$ cat src/rtl/aes_ctrl_pkg.sv
// Shared types and constants for the AES-128 decryptor stream controller.
package aes_ctrl_pkg;

  localparam int unsigned AES_BLOCK_W    = 128;
  localparam int unsigned DEF_LATENCY    = 20;
  localparam int unsigned DEF_FIFO_DEPTH = 32;
  localparam int unsigned STAT_W         = 32;

  typedef enum logic [1:0] {
    IDLE  = 2'd0,
    RUN   = 2'd1,
    DRAIN = 2'd2,
    LOAD  = 2'd3
  } ctrl_state_t;

endpackage

$ cat src/rtl/aes_ctrl_fifo.sv
// Synchronous show-ahead FIFO with a registered output stage.
// Ports:
//   clk, rst (sync, active-low)
//   wr_en / wr_data      : push into storage
//   rd_en                : consumer takes rd_data when rd_valid
//   rd_valid / rd_data   : registered head of queue
//   count                : total entries held (storage + output register)
// A pushed word reaches rd_data one cycle after it is written.
module aes_ctrl_fifo
  import aes_ctrl_pkg::*;
#(
  parameter int unsigned DEPTH = DEF_FIFO_DEPTH,
  parameter int unsigned W     = AES_BLOCK_W
) (
  input  logic                         clk,
  input  logic                         rst,
  input  logic                         wr_en,
  input  logic [W-1:0]                 wr_data,
  input  logic                         rd_en,
  output logic                         rd_valid,
  output logic [W-1:0]                 rd_data,
  output logic [$clog2(DEPTH+1)-1:0]   count
);

  localparam int unsigned AW = (DEPTH > 1) ? $clog2(DEPTH) : 1;
  localparam int unsigned CW = $clog2(DEPTH + 1);

  logic [W-1:0]  mem [DEPTH];
  logic [AW-1:0] wr_ptr;
  logic [AW-1:0] rd_ptr;
  logic [CW-1:0] mem_cnt;
  logic          pop;
  logic          load;

  // Refill the output register whenever it is empty or being emptied.
  assign pop  = rd_en & rd_valid;
  assign load = (mem_cnt != '0) & (~rd_valid | pop);

  function automatic logic [AW-1:0] ptr_inc(input logic [AW-1:0] p);
    return (p == AW'(DEPTH - 1)) ? '0 : p + AW'(1);
  endfunction

  // Storage array, no reset needed.
  always_ff @(posedge clk) begin
    if (wr_en) mem[wr_ptr] <= wr_data;
  end

  // Pointers, counters and output stage.
  always_ff @(posedge clk) begin
    if (!rst) begin
      wr_ptr   <= '0;
      rd_ptr   <= '0;
      mem_cnt  <= '0;
      count    <= '0;
      rd_valid <= 1'b0;
      rd_data  <= '0;
    end else begin
      assert (!(wr_en && !pop && count == CW'(DEPTH)))
        else $error("aes_ctrl_fifo: write into full FIFO");
      if (wr_en) wr_ptr <= ptr_inc(wr_ptr);
      if (load) begin
        rd_ptr   <= ptr_inc(rd_ptr);
        rd_data  <= mem[rd_ptr];
        rd_valid <= 1'b1;
      end else if (pop) begin
        rd_valid <= 1'b0;
      end
      mem_cnt <= mem_cnt + CW'(wr_en) - CW'(load);
      count   <= count + CW'(wr_en) - CW'(pop);
    end
  end

endmodule

$ cat src/rtl/aes_dec_stream_ctrl.sv
// Valid/ready stream controller around a fixed-latency AES-128 decryptor.
// Ports:
//   clk, rst (sync, active-low)
//   key_valid/key_in/key_ready : round-10 key load handshake
//   in_valid/in_data/in_ready  : ciphertext stream in
//   out_valid/out_data/out_ready : plaintext stream out
//   pipe_ciphertext/pipe_key10 : to decryptor; pipe_plaintext from it
//   busy                       : blocks in flight or buffered
//   stat_blocks/stat_stalls    : only when AES_CTRL_STATS_EN is defined
// Configuration macro: AES_CTRL_STATS_EN adds read and stall counters.
module aes_dec_stream_ctrl
  import aes_ctrl_pkg::*;
#(
  parameter int unsigned LATENCY    = DEF_LATENCY,
  parameter int unsigned FIFO_DEPTH = DEF_FIFO_DEPTH
) (
  input  logic                   clk,
  input  logic                   rst,
  input  logic                   key_valid,
  input  logic [AES_BLOCK_W-1:0] key_in,
  output logic                   key_ready,
  input  logic                   in_valid,
  input  logic [AES_BLOCK_W-1:0] in_data,
  output logic                   in_ready,
  output logic                   out_valid,
  output logic [AES_BLOCK_W-1:0] out_data,
  input  logic                   out_ready,
  output logic [AES_BLOCK_W-1:0] pipe_ciphertext,
  output logic [AES_BLOCK_W-1:0] pipe_key10,
  input  logic [AES_BLOCK_W-1:0] pipe_plaintext,
  output logic                   busy
`ifdef AES_CTRL_STATS_EN
  ,
  output logic [STAT_W-1:0]      stat_blocks,
  output logic [STAT_W-1:0]      stat_stalls
`endif
);

  localparam int unsigned IW = $clog2(LATENCY + 1);
  localparam int unsigned CW = $clog2(FIFO_DEPTH + 1);
  localparam int unsigned SW = ((IW > CW) ? IW : CW) + 1;

  ctrl_state_t            state;
  ctrl_state_t            state_nxt;
  logic [AES_BLOCK_W-1:0] key_q;
  logic [LATENCY-1:0]     vld;
  logic [IW-1:0]          inflight;
  logic [CW-1:0]          fifo_count;
  logic                   credit_ok;
  logic                   accept;
  logic                   fifo_wr;
  logic                   key_load;

  // Every in-flight block owns a FIFO slot, so the FIFO can never overflow.
  assign credit_ok = (SW'(inflight) + SW'(fifo_count)) < SW'(FIFO_DEPTH);
  assign accept    = in_valid & in_ready;
  assign fifo_wr   = vld[LATENCY-1];

  assign pipe_ciphertext = accept ? in_data : '0;
  assign pipe_key10      = key_q;
  assign busy            = (inflight != '0) | (fifo_count != '0);

  // State register.
  always_ff @(posedge clk) begin
    if (!rst) state <= IDLE;
    else      state <= state_nxt;
  end

  // Next state and handshake outputs. A pending key request closes
  // in_ready in the same cycle so the drain never exceeds the pipe depth.
  always_comb begin
    state_nxt = state;
    in_ready  = 1'b0;
    key_ready = 1'b0;
    key_load  = 1'b0;
    case (state)
      IDLE: begin
        key_ready = 1'b1;
        if (key_valid) begin
          key_load  = 1'b1;
          state_nxt = RUN;
        end
      end
      RUN: begin
        in_ready = credit_ok & ~key_valid;
        if (key_valid) state_nxt = DRAIN;
      end
      DRAIN: begin
        if (inflight == '0) state_nxt = LOAD;
      end
      LOAD: begin
        key_ready = 1'b1;
        key_load  = 1'b1;
        state_nxt = RUN;
      end
      default: state_nxt = IDLE;
    endcase
  end

  // Key register, slot-valid shift register and in-flight counter.
  always_ff @(posedge clk) begin
    if (!rst) begin
      key_q    <= '0;
      vld      <= '0;
      inflight <= '0;
    end else begin
      if (key_load) key_q <= key_in;
      vld <= {vld[LATENCY-2:0], accept};
      case ({accept, fifo_wr})
        2'b10:   inflight <= inflight + IW'(1);
        2'b01:   inflight <= inflight - IW'(1);
        default: inflight <= inflight;
      endcase
    end
  end

  aes_ctrl_fifo #(
    .DEPTH (FIFO_DEPTH),
    .W     (AES_BLOCK_W)
  ) u_fifo (
    .clk      (clk),
    .rst      (rst),
    .wr_en    (fifo_wr),
    .wr_data  (pipe_plaintext),
    .rd_en    (out_ready),
    .rd_valid (out_valid),
    .rd_data  (out_data),
    .count    (fifo_count)
  );

`ifdef AES_CTRL_STATS_EN
  logic fifo_rd;
  assign fifo_rd = out_valid & out_ready;

  // Free-running wrap-around statistics.
  always_ff @(posedge clk) begin
    if (!rst) begin
      stat_blocks <= '0;
      stat_stalls <= '0;
    end else begin
      if (fifo_rd)              stat_blocks <= stat_blocks + STAT_W'(1);
      if (in_valid && !in_ready) stat_stalls <= stat_stalls + STAT_W'(1);
    end
  end
`endif

endmodule
$ cat config.mk
export PLATFORM = sky130hd
export DESIGN_NAME = aes_dec_stream_ctrl
export DESIGN_NICKNAME = d
export VERILOG_FILES = /design/src/rtl/aes_ctrl_pkg.sv /design/src/rtl/aes_ctrl_fifo.sv /design/src/rtl/aes_dec_stream_ctrl.sv
export SDC_FILE = /design/constraint.sdc
export NUM_CORES = 2
export LEC_CHECK = 0
export BUFFER_PORTS_ARGS = -buffer_cell sky130_fd_sc_hd__buf_2
export CAP_MARGIN = 10
export CORE_AREA = 2 2 576 578
export DETAILED_ROUTE_END_ITERATION = 12
export DIE_AREA = 0 0 578 580
export PLACE_DENSITY = 0.76
export SYNTH_ARGS = -nofsm -noshare
export SYNTH_HDL_FRONTEND = slang
export SYNTH_SLANG_ARGS = --single-unit
$ cat constraint.sdc
create_clock -name clk -period 11.4 [get_ports clk]
set_input_delay 1.14 -clock clk [delete_from_list [all_inputs] [get_ports clk]]
set_output_delay 1.14 -clock clk [all_outputs]
set_load 0.01 [all_outputs]
==> results.md <==
- The category of the critical setup timing path is reg -> out.
- The number of pins with negative max-slew slack in the final report was 0.
- The worst setup slack for register-to-register paths is 6.70 ns.
- Input and output buffers added on the ports amount to 776.
- The startpoint identified for the worst hold timing path is key_in[111].
- The area enclosed by the die boundary is 0.335 mm^2.
- The count of instances resized after the clock tree is built is 0.
- The core outline area is 0.329 mm^2.
- The number of antenna violations at the first check in global routing came to 127.
- The Yosys step of the flow raised 0 warnings.
- The maximum clock skew at final layout is 0.0462 ns.
- The number of standard cells after synthesis is 8,015.
- The number of hold buffers added after CTS was 0.
- Setup violations remaining at the end of the flow were counted as 0.
- The worst pin sits at a relative slew slack of 15.1%.
- The routed design could run at a clock period as short as 4.92 ns.
- The detailed router finished its first iteration with 12,773 violations.
- The net total in the final layout is 9,265.
- The number of sinks handled by clock tree synthesis is 4,402.
- The overall via count from detail_route is 89,774.
- Once routing completed, OpenROAD measured the worst setup slack at 6.48 ns.
- The run finished with clean final reports.
- The number of setup buffers added after CTS is 0.
- The number of different library cells used by synthesis comes to 53.
- TritonCTS built the clock tree.
- Clock tree synthesis inserted a total of 422 buffers.
- The sum of routed wire length over all layers is 488,000 um.
- The maximum clock frequency is 203 MHz.
- The remaining antenna violation count after routing is 0.
- The final critical path takes up 43.2% of the cycle.
- The capture instance of the worst register-to-register path is u_fifo.rd_data[9]$_SDFFE_PN0P_.
- The flop and latch count out of synthesis is 4,402.
- At the pin with the least slew margin, the transition time is 1.27 ns.
- The die is 578 um wide.
- The initial utilization of the core area, before any placement, comes to 50.9%.
- The first detailed-routing pass ran for 6 iterations.
- The number of hold-slack violations in the final timing report came to 0.
- Dividing the detail-routed via count by the number of cells gives 6.57.
- Entering global routing, the biggest net connects 131 pins.
- Setup repair after global routing left no endpoint under its margin.
- The power density over cell area is 211 mW/mm^2.
- The half-perimeter wire length after placement is 253,000 um.
- The worst reg2reg path startpoint is u_fifo.rd_ptr[2]$_SDFFE_PN0P_.
- In this run the deepest clock path goes through 4 buffers.
- The cell count of the worst hold path is 3.
- The endpoint arrival time on the critical path is 3.78 ns.
- The number of nets in the synthesized netlist is 8,441.
- The critical path launch point type is a register.
- CTS built an H-tree with a depth of 5.
- The terminating pin of the worst hold path is pipe_key10[111]$_SDFFE_PN0P_.
- The fraction of the core area covered by cells at the end of the flow is 57.8%.
- STA classifies the critical path endpoint as an output port.
- The number of core rows is 211.
- The total placed instance area is 0.176 mm^2.
- Global routing consumed, over all layers together, 28.8% of the routing resources.
- In this run the count of I/O pins placed on the die edge is 777.
- The worst-case IR drop observed on VDD is 168 uV.
- The post-route netlist has 28.8% of its cells at a drive strength greater than 1.
- Across the run, the number of max-cap violations was 0.
- Prior to clock tree synthesis, the placed netlist has a worst setup slack of 6.65 ns.
- After detailed routing, the average wire length per cell comes to 35.7 um.
- Dividing the synthesized area by the synthesized cell count gives 20.9 um^2.
- From bottom edge to top edge, the die measures 580 um.
- The setup TNS is 0 ns.
- In this run the worst path has a maximum fanout of 127.
- The via count of the first global-routing pass was 89,693.
- The total grt overflow is 0.
- Clock-pin slew was measured on the worst setup and hold paths at 0.07 ns.
- CTS placed an instance of sky130_fd_sc_hd__clkbuf_16 at the clock tree root.
- The type of the worst min-delay path is in -> reg.
- The number of flops mapped to enable cells by yosys is 4,096.
- The filler cell count in the final layout is 22,785.
- The DRC violation count after routing is 0.
- The design area is 0.190 mm^2.
- The sequential area share after synthesis is 77.1%.
- The area added between synthesis and finish is 13.7%.
- The final estimated routing congestion in global placement is 1.07.
- Measured in cells, the most critical reg-to-reg path has a length of 8.
- At the worst endpoint, the required time is 10.26 ns.
- Summing every instance area after synthesis gives 0.167 mm^2.
- In this run the static leakage power is 61.5 nW.
- The first global-routing pass estimated 680,000 um of wire.
- The async set-or-reset flop fraction in the synthesized netlist is 0%.
- The clock reaches the later pin of the worst-skew pair after 0.99 ns.
- In the synthesized netlist the dominant register cell turns out to be sky130_fd_sc_hd__edfxtp_1.
[through the flow]
step | cells | hold WS, ns | total power [mW]
6_report | 13669 | 0.410 | 40.1
5_1_grt | 13658 | 0.401 | 41.3
4_1_cts | 13569 | 0.347 | 40.3
3_5_place_dp | 12781 | 0.418 | 26.2
3_3_place_gp | 12781 | 0.415 | 26.1
2_1_floorplan | 8015 | 0.412 | 23.9
[final cells by class]
type | count | area [um^2] | share of cell area, %
repair buffers | 928 | 5310 | 2.79
flip-flops and latches | 4402 | 129000 | 67.8
clock buffers | 537 | 11500 | 6.02
diodes | 100 | 250 | 0.131
well taps | 4366 | 5460 | 2.87
clock inverters | 251 | 2580 | 1.36
inverters | 29 | 114 | 0.0598
multi-input cells | 3056 | 36100 | 19.0
[placed cells by master, fill, tap and decap left out, drive strengths merged, types with 3 or more instances in the layout]
master / instances
buf: 928
ha: 35
nor4b: 3
xor2: 5
o32a: 127
o211ai: 131
dfxtp: 306
nand3: 130
edfxtp: 4096
clkinv: 167
mux2i: 6
and2: 29
a31oi: 3
o21ai: 139
clkbuf: 537
nand2b: 5
a21boi: 133
a21oi: 11
mux4: 1024
diode: 100
nand2: 272
xnor2: 3
or3: 5
nor2: 172
or2: 3
nor2b: 140
a21o: 133
and3: 134
bufinv: 44
clkinvlp: 20
nand4: 3
nand3b: 4
inv: 49
o22ai: 258
a211oi: 128
[cells in the mapped netlist (61+ instances only)]
library cell / n / area share [%]
sky130_fd_sc_hd__dfxtp_1: 306 / 3.7
sky130_fd_sc_hd__nand2_1: 272 / 0.61
sky130_fd_sc_hd__o32a_1: 127 / 0.76
sky130_fd_sc_hd__nand3_1: 130 / 0.39
sky130_fd_sc_hd__buf_1: 61 / 0.14
sky130_fd_sc_hd__edfxtp_1: 4096 / 73
sky130_fd_sc_hd__buf_4: 73 / 0.33
sky130_fd_sc_hd__nor2b_1: 140 / 0.52
sky130_fd_sc_hd__o21ai_1: 128 / 0.38
sky130_fd_sc_hd__nor2_1: 172 / 0.39
sky130_fd_sc_hd__mux4_2: 1024 / 14
sky130_fd_sc_hd__a21o_1: 133 / 0.60
sky130_fd_sc_hd__a21boi_0: 132 / 0.59
sky130_fd_sc_hd__clkbuf_1: 298 / 0.67
sky130_fd_sc_hd__buf_2: 79 / 0.24
sky130_fd_sc_hd__o211ai_1: 131 / 0.59
sky130_fd_sc_hd__a211oi_1: 128 / 0.57
sky130_fd_sc_hd__and3_1: 134 / 0.50
sky130_fd_sc_hd__o22ai_1: 258 / 0.96
[cell families (layout without fill, tap and decap cells)]
group / count (synthesis) / count (layout) / synth area share (%)
other: 0 / 100 / 0
flip-flops: 4402 / 4402 / 77.1
adder cells (fa/ha/maj): 37 / 37 / 0.285
XOR/XNOR: 8 / 8 / 0.0418
buffers and inverters: 557 / 1745 / 1.51
multiplexers: 1030 / 1030 / 13.8
AND/OR/NAND/NOR: 910 / 910 / 2.66
AO/OA/AOI/OAI: 1071 / 1071 / 4.58
[power by group]
| group | internal (mW) | switching, mW |
|---|---|---|
| sequential | 17.9 | 0.387 |
| clock | 8.13 | 6.06 |
| combinational | 3.41 | 4.21 |
| total | 29.5 | 10.7 |
[flip-flops by register name, indices dropped and copies added, names as in the netlist]
register and count:
u_fifo.rd_valid 1, u_fifo.wr_ptr 5, u_fifo.mem_cnt 6, state 2, pipe_key10 128, inflight 5, u_fifo.count 6, u_fifo.mem 4096
u_fifo.rd_ptr 5, u_fifo.rd_data 128, vld 20
[metal layers]
metal  share of wire [%]  GRT usage [%]  routed length [um]
met2                  50           47.8              243000
met3                  11           6.40               53300
met4                 4.9           13.4               23700
met5               0.092              0                 451
met1                  34           36.3              167000
[critical path: stages, from the launching register on]
cell                      delay [ns]
sky130_fd_sc_hd__dfxtp_1        0.51
sky130_fd_sc_hd__ha_1           0.29
sky130_fd_sc_hd__a31o_2         0.24
sky130_fd_sc_hd__a21o_1         0.18
sky130_fd_sc_hd__a21o_1         0.21
sky130_fd_sc_hd__a21oi_4        0.21
sky130_fd_sc_hd__buf_4          0.68
sky130_fd_sc_hd__and3_1         0.26
sky130_fd_sc_hd__buf_2          0.13
[worst max path at each step]
stage                                   to                     startpoint  slack (ns)  depth (start not counted)
2_1_floorplan  u_fifo.mem[16][0]$_DFFE_PP_  u_fifo.wr_ptr[4]$_SDFFE_PN0P_        4.40                          3
6_report               pipe_ciphertext[29]       inflight[1]$_SDFFE_PN0P_        6.48                          8
5_1_grt                pipe_ciphertext[85]       inflight[1]$_SDFFE_PN0P_        6.29                          8
3_5_place_dp      inflight[4]$_SDFFE_PN0P_                      key_valid        6.65                         13
4_1_cts                pipe_ciphertext[29]       inflight[1]$_SDFFE_PN0P_        6.46                          8
3_3_place_gp      inflight[4]$_SDFFE_PN0P_                      key_valid        6.77                         13
(Power assumes the default switching activity.)
